===== config.mk =====
export PLATFORM = sky130hd
export DESIGN_NAME = regwin_spill_fill
export DESIGN_NICKNAME = d
export VERILOG_FILES = /design/src/rtl/regwin_spill_fill.sv
export SDC_FILE = /design/constraint.sdc
export NUM_CORES = 1
export LEC_CHECK = 0
export ABC_AREA = 1
export CORE_UTILIZATION = 45
export DETAILED_ROUTE_END_ITERATION = 16
export GPL_ROUTABILITY_DRIVEN = 0
export GPL_TIMING_DRIVEN = 0
export PLACE_DENSITY = 0.87
export SKIP_CTS_REPAIR_TIMING = 1
export SLEW_MARGIN = 20
export SYNTH_ARGS = -nofsm -noshare
export SYNTH_HDL_FRONTEND = slang
export SYNTH_SLANG_ARGS = --single-unit

===== constraint.sdc =====
create_clock -name clk -period 2.15 [get_ports clk]
set_input_delay 0.215 -clock clk [delete_from_list [all_inputs] [get_ports clk]]
set_output_delay 0.215 -clock clk [all_outputs]
set_load 0.01 [all_outputs]

===== src/rtl/regwin_spill_fill.sv =====
// Register-window spill/fill sequencer: moves NREGS registers between the
// single-port register file and memory, owning the RF port while busy.
module regwin_spill_fill #(
  parameter int NREGS       = 8,
  parameter int ADDR_STRIDE = 4
) (
  input  logic        clk,
  input  logic        rst_n,
  input  logic        start,
  input  logic        op,
  input  logic [4:0]  reg_base,
  input  logic [31:0] mem_base,
  output logic        busy,
  output logic        done,
  output logic        rf_write,
  output logic [4:0]  rf_addr,
  output logic [31:0] rf_wdata,
  input  logic [31:0] rf_rdata,
  output logic        mem_req,
  output logic        mem_we,
  output logic [31:0] mem_addr,
  output logic [31:0] mem_wdata,
  input  logic        mem_gnt,
  input  logic        mem_rvalid,
  input  logic [31:0] mem_rdata
);

  typedef enum logic [2:0] {
    S_IDLE, S_SP_RD, S_SP_CAP, S_SP_PUSH, S_FL_REQ, S_FL_WAIT, S_FL_WR, S_DONE
  } state_t;

  localparam logic [4:0] LAST = 5'(NREGS - 1);

  state_t      state, state_nx;
  logic [4:0]  idx, idx_nx;
  logic [4:0]  reg_base_q;
  logic [31:0] mem_base_q;
  logic [31:0] mem_wdata_q;
  logic [31:0] rf_wdata_q;
  logic        capture;

  always_ff @(posedge clk or negedge rst_n) begin
    if (!rst_n) begin
      state <= S_IDLE;
      idx   <= '0;
    end else begin
      state <= state_nx;
      idx   <= idx_nx;
    end
  end

  always_comb begin
    state_nx = state;
    idx_nx   = idx;
    capture  = 1'b0;
    case (state)
      S_IDLE: begin
        if (start) begin
          capture  = 1'b1;
          idx_nx   = '0;
          state_nx = op ? S_FL_REQ : S_SP_RD;
        end
      end
      S_SP_RD:  state_nx = S_SP_CAP;
      S_SP_CAP: state_nx = S_SP_PUSH;
      S_SP_PUSH: begin
        if (mem_gnt) begin
          if (idx == LAST) begin
            state_nx = S_DONE;
          end else begin
            idx_nx   = idx + 5'd1;
            state_nx = S_SP_RD;
          end
        end
      end
      S_FL_REQ:  if (mem_gnt) state_nx = S_FL_WAIT;
      S_FL_WAIT: if (mem_rvalid) state_nx = S_FL_WR;
      S_FL_WR: begin
        if (idx == LAST) begin
          state_nx = S_DONE;
        end else begin
          idx_nx   = idx + 5'd1;
          state_nx = S_FL_REQ;
        end
      end
      S_DONE:  state_nx = S_IDLE;
      default: state_nx = S_IDLE;
    endcase
  end

  always_ff @(posedge clk or negedge rst_n) begin
    if (!rst_n) begin
      reg_base_q  <= '0;
      mem_base_q  <= '0;
      mem_wdata_q <= '0;
      rf_wdata_q  <= '0;
    end else begin
      if (capture) begin
        reg_base_q <= reg_base;
        mem_base_q <= mem_base;
      end
      if (state == S_SP_CAP) mem_wdata_q <= rf_rdata;
      if (state == S_FL_WAIT && mem_rvalid) rf_wdata_q <= mem_rdata;
    end
  end

  // Addresses derive from captured bases plus idx, so they hold through stalls.
  assign rf_addr   = reg_base_q + idx;
  assign mem_addr  = mem_base_q + 32'(idx) * 32'(ADDR_STRIDE);
  assign mem_wdata = mem_wdata_q;
  assign rf_wdata  = rf_wdata_q;
  assign busy      = (state != S_IDLE);
  assign done      = (state == S_DONE);
  assign rf_write  = (state == S_FL_WR);
  assign mem_req   = (state == S_SP_PUSH) || (state == S_FL_REQ);
  assign mem_we    = (state == S_SP_PUSH);

endmodule


* Word-level counts from Yosys, hierarchy flattened
Cells that the tools add are included.
** Word-level totals
- Register bits :: 109
- Input port bits :: 107
- Output and inout bits :: 106
- Word-level logic and storage cells :: 42
** Cells by class
- $add $sub $neg :: 3
- Equality and inequality tests :: 12
- Multiplexer cells :: 14
- Reduce and logical (&&, ||, !) cells :: 7
** Operators by type and width (count)
- adder 32 x 7 -> 32 bit :: 1
- one-hot mux 3 bit (8 select lines) :: 1
- two-way mux 3 bit :: 6
- two-way mux 5 bit :: 3
- one-hot mux 5 bit (3 select lines) :: 1
- == test 3 bit (second input constant) :: 4
- == test 3 x 2 -> 1 bit (second input constant) :: 2
- inequality test 2 bit (second input constant) :: 3
- nonzero test 3 bit :: 2
- adder 5 x 1 -> 5 bit (second input constant) :: 1
- adder 5 bit :: 1
- == test 5 x 3 -> 1 bit (second input constant) :: 1
- AND reduction 4 bit :: 1
- == test 3 x 1 -> 1 bit (second input constant) :: 1
- logical NOT 3 bit :: 1
- AND reduction 3 bit :: 1
- two-way mux 1 bit :: 2
- two-way mux 2 bit :: 1
- inequality test 2 x 1 -> 1 bit (second input constant) :: 1
- logical AND 1 bit :: 1
- logical OR 1 bit :: 1

* Logic depth before layout (Yosys ltp)
Gate-level depths: netlist of the first run.
- Word-level depth :: 4
- Depth in mapped cells :: 11
- Depth with buffers taken out :: 11

* Worst setup path after synthesis of the first run
OpenSTA, ideal clock, no wires.
- Path kind :: flip-flop to output port
- Start point :: reg idx[0]
- End point :: out mem_addr[8]
- Arrival :: 1768 ps
- Required time :: 1935 ps
- Slack :: 167 ps
- Cell stages (with the launch flop) :: 10
- Path buffers :: 0
- Cells stage by stage :: dfrtp_1 ha_1 inv_1 fa_1 inv_1 nand3_1 nand3_1 nand2_1 nand2_1 xor2_1
** On the way
- Longest elaborated chain between the ends :: 1
** RTL lines
- start, declared :: line 35 : logic [4:0] idx, idx_nx;
- start signal, assigned :: line 48 : idx <= idx_nx;
- adder 32 x 7 -> 32 bit :: line 109 : assign mem_addr = mem_base_q + 32'(idx) * 32'(ADDR_STRIDE);
- end, declared :: line 21 : output logic [31:0] mem_addr,
No other way between the ends.

* Worst setup path in the final report of the first run
- Start point :: reg idx[0]
- End point :: out mem_addr[10]
Same word-level chain as after synthesis.

==> out/qor.txt, run 1 <==
Number of core rows: 41
Starting Density: 0.460
CTS root buf: sky130_fd_sc_hd__clkbuf_16
Clock buffer count from CTS: 9
Cell types with the largest area share after synthesis: sky130_fd_sc_hd__dfrtp_1 47%, sky130_fd_sc_hd__nand2_1 13%, sky130_fd_sc_hd__mux2_4 7.8%
Maximum net fanout on the critical path: 5
Average vias per placed instance: 5.16
Class of the most critical setup path: reg -> out
Cells after synthesis: 630
Area of the mapped netlist: 0.00578 mm^2
Delay of the slowest cell on the worst path: 0.43 ns
Comb power frac: 0.515
Post-route antenna net violation count: 0
Overall routing resource usage: 0.257
Area added between synthesis and finish: 55.4%
WP data required: 1.93 ns
Switch Pwr: 0.00443 W
Most frequent cells in the layout: 178 x sky130_fd_sc_hd__nand2_1, 178 x sky130_fd_sc_hd__clkdlybuf4s50_1, 104 x sky130_fd_sc_hd__dfrtp_1
Proportion of total power due to net switching: 0.374
Proportion of layout cells with a drive suffix above 1: 0.262
Number of max-capacitance violations reported: 0
Portion of the post-synthesis area used by sequential elements: 0.472
Total power: 0.0118 W
Worst Setup Slack, final: -0.297 ns
Net count of the mapped netlist: 749
Maximum number of pins on one net before global-route repair: 57
Share of total power in the clock network: 0.158
Skew-Pair Late Insertion Delay: 0.36 ns
Status: finished with violations
Number of levels the H-tree was split into: 3
Final period util: 1.14
Setup-violating endpoint count in the final report: 28
Flip-flop and latch count after synthesis: 109
Die height: 115 um
Cell type of the slowest stage on the worst timing path: sky130_fd_sc_hd__dfrtp_2
Hold violation total from the final report: 0
Netlist cell types: 27
Cell family contributing the most delay on the critical path: adder cells
Cell taking the most area after synthesis: sky130_fd_sc_hd__dfrtp_1
Unrepaired setup endpoints after global routing: yes
Iter 0 DRT Violations: 423
Minimum clock period: 2.45 ns
Worst reg-to-reg path cell count: 11
First-pass GRT wire length: 25500 um
Remaining Overflow, GRT: 0
Type of element capturing the critical path: primary output
Worst IR drop on VDD: 0.885 mV
Sort of element at the start of the critical path: flip-flop
Placed cell count: 1015
Width of the chip: 115 um
Detail Placement HPWL: 12500 um
Cells traversed along the worst timing path: ha_4, inv_2, fa_2, inv_2, nand3_2, nand3_4, nand2_4, nand2_4, xor2_1, buf_2
Arrival time at the worst endpoint: 2.23 ns
Max Buffers Root-to-Sink: 2
Std-Cell Core Area: 0.0126 mm^2
WL per Instance: 17.4 um
Nets: 995
Buffers & Inverters on Critical Path: 3
Total wirelength of the detailed-routed design: 18300 um
Via count of the first global-routing pass: 5150
Number of vias in the routed layout: 5429
Final setup skew: 0.00608 ns
Worst slew margin relative to its limit: 0.507
Logic depth of the worst path, buffers included: 10
Slew at the pin with the worst max-slew slack: 0.740 ns
Count of input and output buffers: 212
Final total negative setup slack: -3.83 ns
P_leak: 4.37 nW
ANT cells: 0
Area enclosed by the die boundary: 0.0133 mm^2
Fmax: 409 MHz
Class of the worst hold path: in -> async
DRC: 0
Warning count from the yosys run: 0
Clock tree from TritonCTS: yes
Number of antenna violations at the first check in global routing: 0
Part of the power in registers: 0.327
Post-layout instance count excluding filler cells: 1053
Int Power: 0.00740 W
Clock input transition at the sequential cells of the worst setup and hold paths: 0.07 ns
Area fraction of the dominant cell type after synthesis: 0.472
Avg Inst Size Synth: 9.17 um^2
Max-slew violation total from the final report: 0
Pwr Density: 1320 mW/mm^2
I/O pin count: 213
Clock sink count: 109
Worst-case setup slack after placement: -0.629 ns
First-pass iteration count of the detailed router: 4
Violations in the final reports: setup timing
per-layer routing:
layer | part of all wire | track usage
met5 | 0 | 0
met4 | 0.040 | 0.118
met3 | 0.091 | 0.0833
met2 | 0.50 | 0.434
met1 | 0.37 | 0.296
synthesized netlist by cell type:
cell and number:
sky130_fd_sc_hd__nand2_1 205, sky130_fd_sc_hd__dfrtp_1 109, sky130_fd_sc_hd__nand3_1 60, sky130_fd_sc_hd__nor2_1 51, sky130_fd_sc_hd__inv_1 41, sky130_fd_sc_hd__mux2_2 34
sky130_fd_sc_hd__mux2_4 30, sky130_fd_sc_hd__a21oi_1 14, sky130_fd_sc_hd__nand3b_1 14, sky130_fd_sc_hd__ha_1 10, sky130_fd_sc_hd__xor2_1 10, sky130_fd_sc_hd__buf_6 8
sky130_fd_sc_hd__o21ai_0 6, sky130_fd_sc_hd__buf_2 5, sky130_fd_sc_hd__buf_4 5, sky130_fd_sc_hd__clkbuf_1 4, sky130_fd_sc_hd__nand4_1 4, sky130_fd_sc_hd__xnor2_1 4
sky130_fd_sc_hd__inv_2 3, sky130_fd_sc_hd__nand2_2 3, sky130_fd_sc_hd__nor2_4 3, sky130_fd_sc_hd__fa_1 2, sky130_fd_sc_hd__and2_1 1, sky130_fd_sc_hd__nand2_4 1
sky130_fd_sc_hd__nand3_2 1, sky130_fd_sc_hd__nand3_4 1, sky130_fd_sc_hd__nor2_2 1
area by class of cell:
| cell class | count | area (um^2) |
|---|---|---|
| Timing Repair Buffer | 234 | 2240 |
| Fill cell | 860 | 3590 |
| Clock buffer | 10 | 239 |
| Sequential cell | 109 | 2730 |
| Multi-Input combinational cell | 456 | 3120 |
| Buffer | 22 | 168 |
| Clock inverter | 6 | 92.6 |
| Inverter | 44 | 168 |
| Tap cell | 172 | 215 |
registers in the layout, indices dropped and copies added (netlist names):
register / count
mem_base_q: 32
mem_wdata: 32
rf_wdata: 32
idx: 5
reg_base_q: 5
state: 3
power groups by stage:
stage	combinational (W)	clock, W	sequential [W]
CTS	0.00591	0.00190	0.00379
floorplan	0.00273	0	0.00392
global route	0.00651	0.00199	0.00397
detailed placement	0.00588	0	0.00380
global placement	0.00573	0	0.00375
finish	0.00609	0.00187	0.00387
kinds of logic (layout without fill, tap and decap cells):
kind of cell             count (synthesis)  count (layout)  share of synthesized area
AND/OR/NAND/NOR                        345             346                      0.259
flip-flops                             109             109                      0.472
buffers and inverters                   66             316                     0.0576
multiplexers                            64              64                      0.144
AO/OA/AOI/OAI                           20              20                     0.0173
XOR/XNOR                                14              14                     0.0212
adder cells (fa/ha/maj)                 12              12                     0.0286
per-stage QoR:
step	hold WS [ns]	area, um^2	utilization
after floorplan	-0.0806	5780	-
after global placement	0.458	8110	0.646
after detailed placement	0.212	8140	0.648
after CTS	-0.170	8470	0.674
after global routing	0.406	8980	0.714
final	0.396	8980	0.714
final timing paths:
path,from,end,slack (ns)
min in group clk,mem_base[9],mem_base_q[9],0.40
setup / recovery,idx[0],mem_addr[10],-0.30
max in group asynchronous,rst_n,idx[3],1.09
hold / removal,rst_n,mem_base_q[28],0.40
hold reg to reg,mem_base_q[1],mem_base_q[1],0.48
setup reg to reg,idx[0],state[1],0.40
(Power assumes the default switching activity.)
==> inputs of run 2 (changes only) <==
==> constraint.sdc (replaced) <==
create_clock -name clk -period 2.3 [get_ports clk]
set_input_delay 0.23 -clock clk [delete_from_list [all_inputs] [get_ports clk]]
set_output_delay 0.23 -clock clk [all_outputs]
set_load 0.01 [all_outputs]
==> run 2 against run 1 <==
  * Core utilization is 1.2 points lower
  * Cell count down 0.66%
  * Critical path type unchanged
  * Global-route usage unchanged
  * The flow still finishes with violations (setup timing)
  * Non-clock buffer count fell by 6
==> out/qor.txt, run 2 (synthesis gave the netlist of run 1 again) <==
Number of levels the H-tree was split into: 3
Pwr Density: 1230 mW/mm^2
Slew at the pin with the worst max-slew slack: 0.601 ns
Worst reg-to-reg path cell count: 10
CTS root buf: sky130_fd_sc_hd__clkbuf_16
Number of vias in the routed layout: 5231
Most common cell after layout, fill and taps aside: sky130_fd_sc_hd__nand2_1
First-pass GRT wire length: 25500 um
Skew-Pair Late Insertion Delay: 0.36 ns
FF-to-FF setup slack: 0.69 ns
Total wirelength of the detailed-routed design: 17200 um
Starting Density: 0.460
Hold violation total from the final report: 0
Width of the chip: 115 um
Number of max-capacitance violations reported: 0
Class of the worst hold path: in -> async
Die height: 115 um
Arrival time at the worst endpoint: 2.31 ns
First-pass iteration count of the detailed router: 5
Std-Cell Core Area: 0.0126 mm^2
Area added between synthesis and finish: 52.8%
Final setup skew: 0.00587 ns
Nets: 988
Overall routing resource usage: 0.257
Maximum net fanout on the critical path: 5
Detail Placement HPWL: 12500 um
I/O pin count: 213
Proportion of layout cells with a drive suffix above 1: 0.209
Total of fill cells in the finished design: 893
ANT cells: 0
Remaining Overflow, GRT: 0
Delay of the slowest cell on the worst path: 0.42 ns
Setup-violating endpoint count in the final report: 11
Max-slew violation total from the final report: 0
Area enclosed by the die boundary: 0.0133 mm^2
Post-placement cell area: 0.00814 mm^2
Post-route antenna net violation count: 0
Worst IR drop on VDD: 0.829 mV
Most frequent cells in the layout: 190 x sky130_fd_sc_hd__nand2_1, 178 x sky130_fd_sc_hd__clkdlybuf4s50_1, 104 x sky130_fd_sc_hd__dfrtp_1
Via count of the first global-routing pass: 5150
Minimum clock period: 2.54 ns
Clock input transition at the sequential cells of the worst setup and hold paths: 0.07 ns
Worst Setup Slack, final: -0.236 ns
Clock sink count: 109
Maximum number of pins on one net before global-route repair: 57
Final period util: 1.10
Cell type of the slowest stage on the worst timing path: sky130_fd_sc_hd__fa_2
Post-route design area: 0.00883 mm^2
WL per Instance: 16.4 um
Hold slack: 0.405 ns
Iter 0 DRT Violations: 340
Sort of element at the start of the critical path: flip-flop
Type of element capturing the critical path: primary output
Number of core rows: 41
WP data required: 2.07 ns
Clock buffer count from CTS: 9
P_leak: 4.45 nW
Status: finished with violations
Cells traversed along the worst timing path: buf_12, ha_4, inv_2, fa_2, inv_2, nand3_2, nand3_4, buf_4, xor2_1, dlymetal6s2s_1
Count of input and output buffers: 212
CP dominant cell by count: sky130_fd_sc_hd__inv_2
Class of the most critical setup path: reg -> out
Fmax: 394 MHz
Violations in the final reports: setup timing
Average vias per placed instance: 5.00
Clock tree from TritonCTS: yes
Worst-case setup slack after placement: -0.494 ns
Unrepaired setup endpoints after global routing: yes
Worst slew margin relative to its limit: 0.599
Number of antenna violations at the first check in global routing: 0
Max Buffers Root-to-Sink: 2
DRC: 0
## run 2: cell type report
type                       instances  area, um^2  share of cell area
multi-input combinational        455        2940               0.333
tap                              172         215              0.0244
clock inverter                     6        92.6              0.0105
sequential                       109        2730               0.310
inverter                          44         165              0.0187
timing repair buffer             228        2280               0.258
clock buffer                      10         239              0.0271
buffer                            22         168              0.0190
## run 2: per-layer routing
| layer | vias to the layer above | global-route usage | share of wire |
|---|---|---|---|
| met5 | - | 0 | 0 |
| li1 | 2505 | - | - |
| met3 | 33 | 0.0833 | 0.089 |
| met2 | 214 | 0.434 | 0.50 |
| met4 | 0 | 0.118 | 0.029 |
| met1 | 2479 | 0.296 | 0.39 |
## run 2: power by group
part | internal [W] | total, W | leakage [nW] | switching, W
Sequential | 0.00284 | 0.00358 | 1.30 | 0.000742
Clock | 0.000995 | 0.00174 | 0.161 | 0.000748
Combinational | 0.00307 | 0.00557 | 2.99 | 0.00249
## run 2: metrics by stage
step | total power (W) | utilization | std cells | setup TNS, ns
floorplan | 0.00622 | - | 630 | 0
global placement | 0.00887 | 0.646 | 1014 | -356.69
detailed placement | 0.00904 | 0.648 | 1015 | -5.96
CTS | 0.0108 | 0.674 | 1031 | -17.65
global route | 0.0115 | 0.702 | 1046 | -3.09
finish | 0.0109 | 0.702 | 1046 | -1.90
## run 2: final timing paths
path	from	endpoint
setup / recovery	idx[0]	mem_addr[6]
hold / removal	rst_n	mem_base_q[28]
setup reg to reg	idx[1]	idx[3]
hold reg to reg	mem_base_q[1]	mem_base_q[1]
max in group asynchronous	rst_n	idx[3]
min in group clk	mem_base[9]	mem_base_q[9]
## run 2: critical path: cells and delay by family (launching register included)
kind	cells	cell delay (ns)
and+or+nand+nor	2	0.22
adders and majority gates	2	0.56
xor gates and xnor gates	1	0.17
buffers and inverters	5	0.61
DFF	1	0.39
==> inputs of run 3 (changes only) <==
--- a/config.mk
+++ b/config.mk
@@ -7,6 +7,7 @@
 export LEC_CHECK = 0
 export ABC_AREA = 1
 export CORE_UTILIZATION = 45
+export CTS_CLUSTER_DIAMETER = 60
 export DETAILED_ROUTE_END_ITERATION = 16
 export GPL_ROUTABILITY_DRIVEN = 0
 export GPL_TIMING_DRIVEN = 0
==> results of run 3 <==
Same layout as run 2: the final DEF is identical, and so are final timing and power.
==> variant (flow settings as in run 1) <==
Encoding of `state_t`: now one-hot (8 bits for 8 states).
--- a/src/rtl/regwin_spill_fill.sv
+++ b/src/rtl/regwin_spill_fill.sv
@@ -26,6 +26,6 @@
 );
 
-  typedef enum logic [2:0] {
-    S_IDLE, S_SP_RD, S_SP_CAP, S_SP_PUSH, S_FL_REQ, S_FL_WAIT, S_FL_WR, S_DONE
+  typedef enum logic [7:0] {
+    S_IDLE = 8'b00000001, S_SP_RD = 8'b00000010, S_SP_CAP = 8'b00000100, S_SP_PUSH = 8'b00001000, S_FL_REQ = 8'b00010000, S_FL_WAIT = 8'b00100000, S_FL_WR = 8'b01000000, S_DONE = 8'b10000000
   } state_t;
 
Check against the original RTL: no difference found for any inputs over 10 cycles, from zero or initial values and one cycle with rst_n low; not proved beyond that.
==> variant against run 1 <==
  * The flow still finishes with violations (setup timing)
  * Via count rose by 11%
  * Sequential cell count rose by 5
  * Setup slack got worse by 0.17 ns
  * Count of clock-buffer cells in the layout rose by 12
  * Final area rose by 5.7%
  * Area after synthesis rose by 4.8%
  * Routed wire length rose by 2.7%
  * Core utilization rose by 0.50 points
  * Critical path depth rose by 1
  * Power rose by 7.2%
==> variant: results (changes against run 1) <==
.. list-table::
   :header-rows: 1

   * - Metric
     - Value
   * - Final setup skew
     - 0.00586 ns (-0.000218 ns)
   * - Fin cells
     - 1172 (+11%)
   * - Maximum single-stage delay on the critical path
     - 0.41 ns (-0.02 ns)
   * - Worst slack at placement
     - -0.667 ns (-0.0386 ns)
   * - Launching point of the worst reg2reg path
     - idx[1]
   * - Maximum number of pins on one net before global-route repair
     - 76 (+33%)
   * - Cell at the slowest stage of the critical path
     - fa_2
   * - Post-synthesis sequential area ratio
     - 47.1% (-0.079 points)
   * - Number of buffers added by the clock tree synthesis step
     - 17 (+8)
   * - Clock slew seen by the registers of the worst setup and hold paths
     - 0.05 ns (-0.02 ns)
   * - Via count of the first global-routing pass
     - 5662 (+9.9%)
   * - TNS Setup
     - -6.53 ns (-2.70 ns)
   * - Reported max-cap violation count
     - 0 (unchanged)
   * - Hold Path Origin
     - start
   * - Relative max-transition margin
     - 63.8% (+13 points)
   * - Filler cell count in the final layout
     - 946 (+10%)
   * - Most used flip-flop cell after synthesis
     - dfrtp_1
   * - Synth Area per Inst
     - 8.36 µm² (-8.8%)
   * - DRC marker count from the first detailed-route iteration
     - 571 (+35%)
   * - Aggregate routed wire length
     - 18800 µm (+2.7%)
   * - Critical-path maximum fanout
     - 3 (-2)
   * - Ranking of synthesized cells by area
     - dfrtp_1 (47%), nand2_1 (14%), nand3_1 (6.4%)
   * - Maximum level of the CTS H-tree
     - 4 (+1)
   * - Slack of the critical path
     - -0.468 ns (-0.172 ns)
   * - List of most frequent post-synthesis cells
     - nand2_1 (230), dfrtp_1 (113), nand3_1 (78)
   * - IR drop worst, VDD
     - 788 µV (-11%)
   * - Post-synthesis net count
     - 843 (+13%)
   * - First-pass GRT wire length
     - 27400 µm (+7.7%)
   * - Vias
     - 6039 (+11%)
   * - Antenna diode instance count
     - 0 (unchanged)
   * - Worst Path Arrival
     - 2.40 ns (+0.17 ns)
   * - Post-layout nets
     - 1102 (+11%)
   * - Crit path launch
     - mem_base_q[2]
   * - Outcome
     - complete, but fails checks
   * - Placed Instance Area
     - 8420 µm² (+3.3%)
   * - Ratio of cells with drive above 1 in the final layout
     - 24.1% (-2.1 points)
   * - Min-Delay Path Class
     - in2reg
   * - Failing checks
     - setup timing
   * - Buffer cell driving the clock tree root
     - clkbuf_16
   * - Synth warn
     - 0 (unchanged)
   * - Number of different library cells in the post-synthesis netlist
     - 38 (+41%)
   * - Final HPWL DP
     - 12000 µm (-4.2%)
   * - Combined global-route utilization of all metal layers
     - 25.1% (-0.55 points)
   * - Insertion delay of the later-clocked pin in the worst-skew pair
     - 0.42 ns (+0.06 ns)
   * - Static leakage
     - 4.79 nW (+9.5%)
   * - Quantity of I/O buffers inserted on ports
     - 211 (-0.47%)
   * - Initial antenna violation count
     - 1 (+1)
   * - Final Setup Violations
     - 28 (unchanged)
   * - Number of DRC violations after detailed routing
     - 0 (unchanged)
   * - Bufs on Longest Clock Path
     - 2 (unchanged)
   * - Pre-Repair DR Iteration Count
     - 5 (+1)
   * - Asr flop ratio synth
     - 100% (unchanged)
   * - Starting utilization of the core area
     - 45.9% (-0.061 points)
-- variant: worst paths after layout --
| check | slack (ns) | to | cells past startpoint |
|---|---|---|---|
| worst max register to register | 0.46 | idx[3] | 7 |
| worst min-delay path | 0.15 | mem_base_q[1] | 3 |
| worst min register to register | 0.47 | mem_base_q[1] | 2 |
| worst max-delay path | -0.47 | mem_addr[14] | 11 |
| min in group asynchronous | 0.31 | mem_wdata[1] | 2 |
| max in group asynchronous | 1.14 | mem_base_q[17] | 3 |
-- variant: critical path: cells and delay by family (launching register included) --
family	cells	cell delay, ns
fa+ha+maj	2	0.57
xor+xnor	1	0.15
compound gates	1	0.22
buf+inv	4	0.39
simple gates	3	0.24
flops	1	0.40
-- variant: kinds of logic after synthesis --
logic type,share of synthesized area (%)
AOI/OAI and AO/OA,6.82
xor gates and xnor gates,4.05
adders and majority gates,2.73
buffers and inverters,8.97
DFF,47.1
and+or+nand+nor,30.3
-- variant: power breakdown --
part / switching [W] / total (W) / internal [W]
logic: 0.00313 / 0.00593 / 0.00280
clock network: 0.00100 / 0.00284 / 0.00184
registers: 0.000774 / 0.00391 / 0.00314
-- variant: final cells by class --
type                    count  area [µm²]  share of cell area [%]
well taps                 176         220                    2.32
repair buffers            240        2270                    24.0
clock buffers              22         454                    4.79
clock inverters            10         134                    1.41
inverters                  86         325                    3.43
flip-flops and latches    114        2860                    30.2
multi-input cells         496        3000                    31.6
plain buffers              28         218                    2.29
-- variant: layer usage --
| layer | global-route usage (%) | wire length [µm] | vias to the layer above |
|---|---|---|---|
| met5 | 0 | 0 | - |
| met4 | 8.97 | 659 | 0 |
| met3 | 8.38 | 1480 | 67 |
| met2 | 42.0 | 9540 | 288 |
| met1 | 30.1 | 7160 | 2873 |
| li1 | - | - | 2811 |
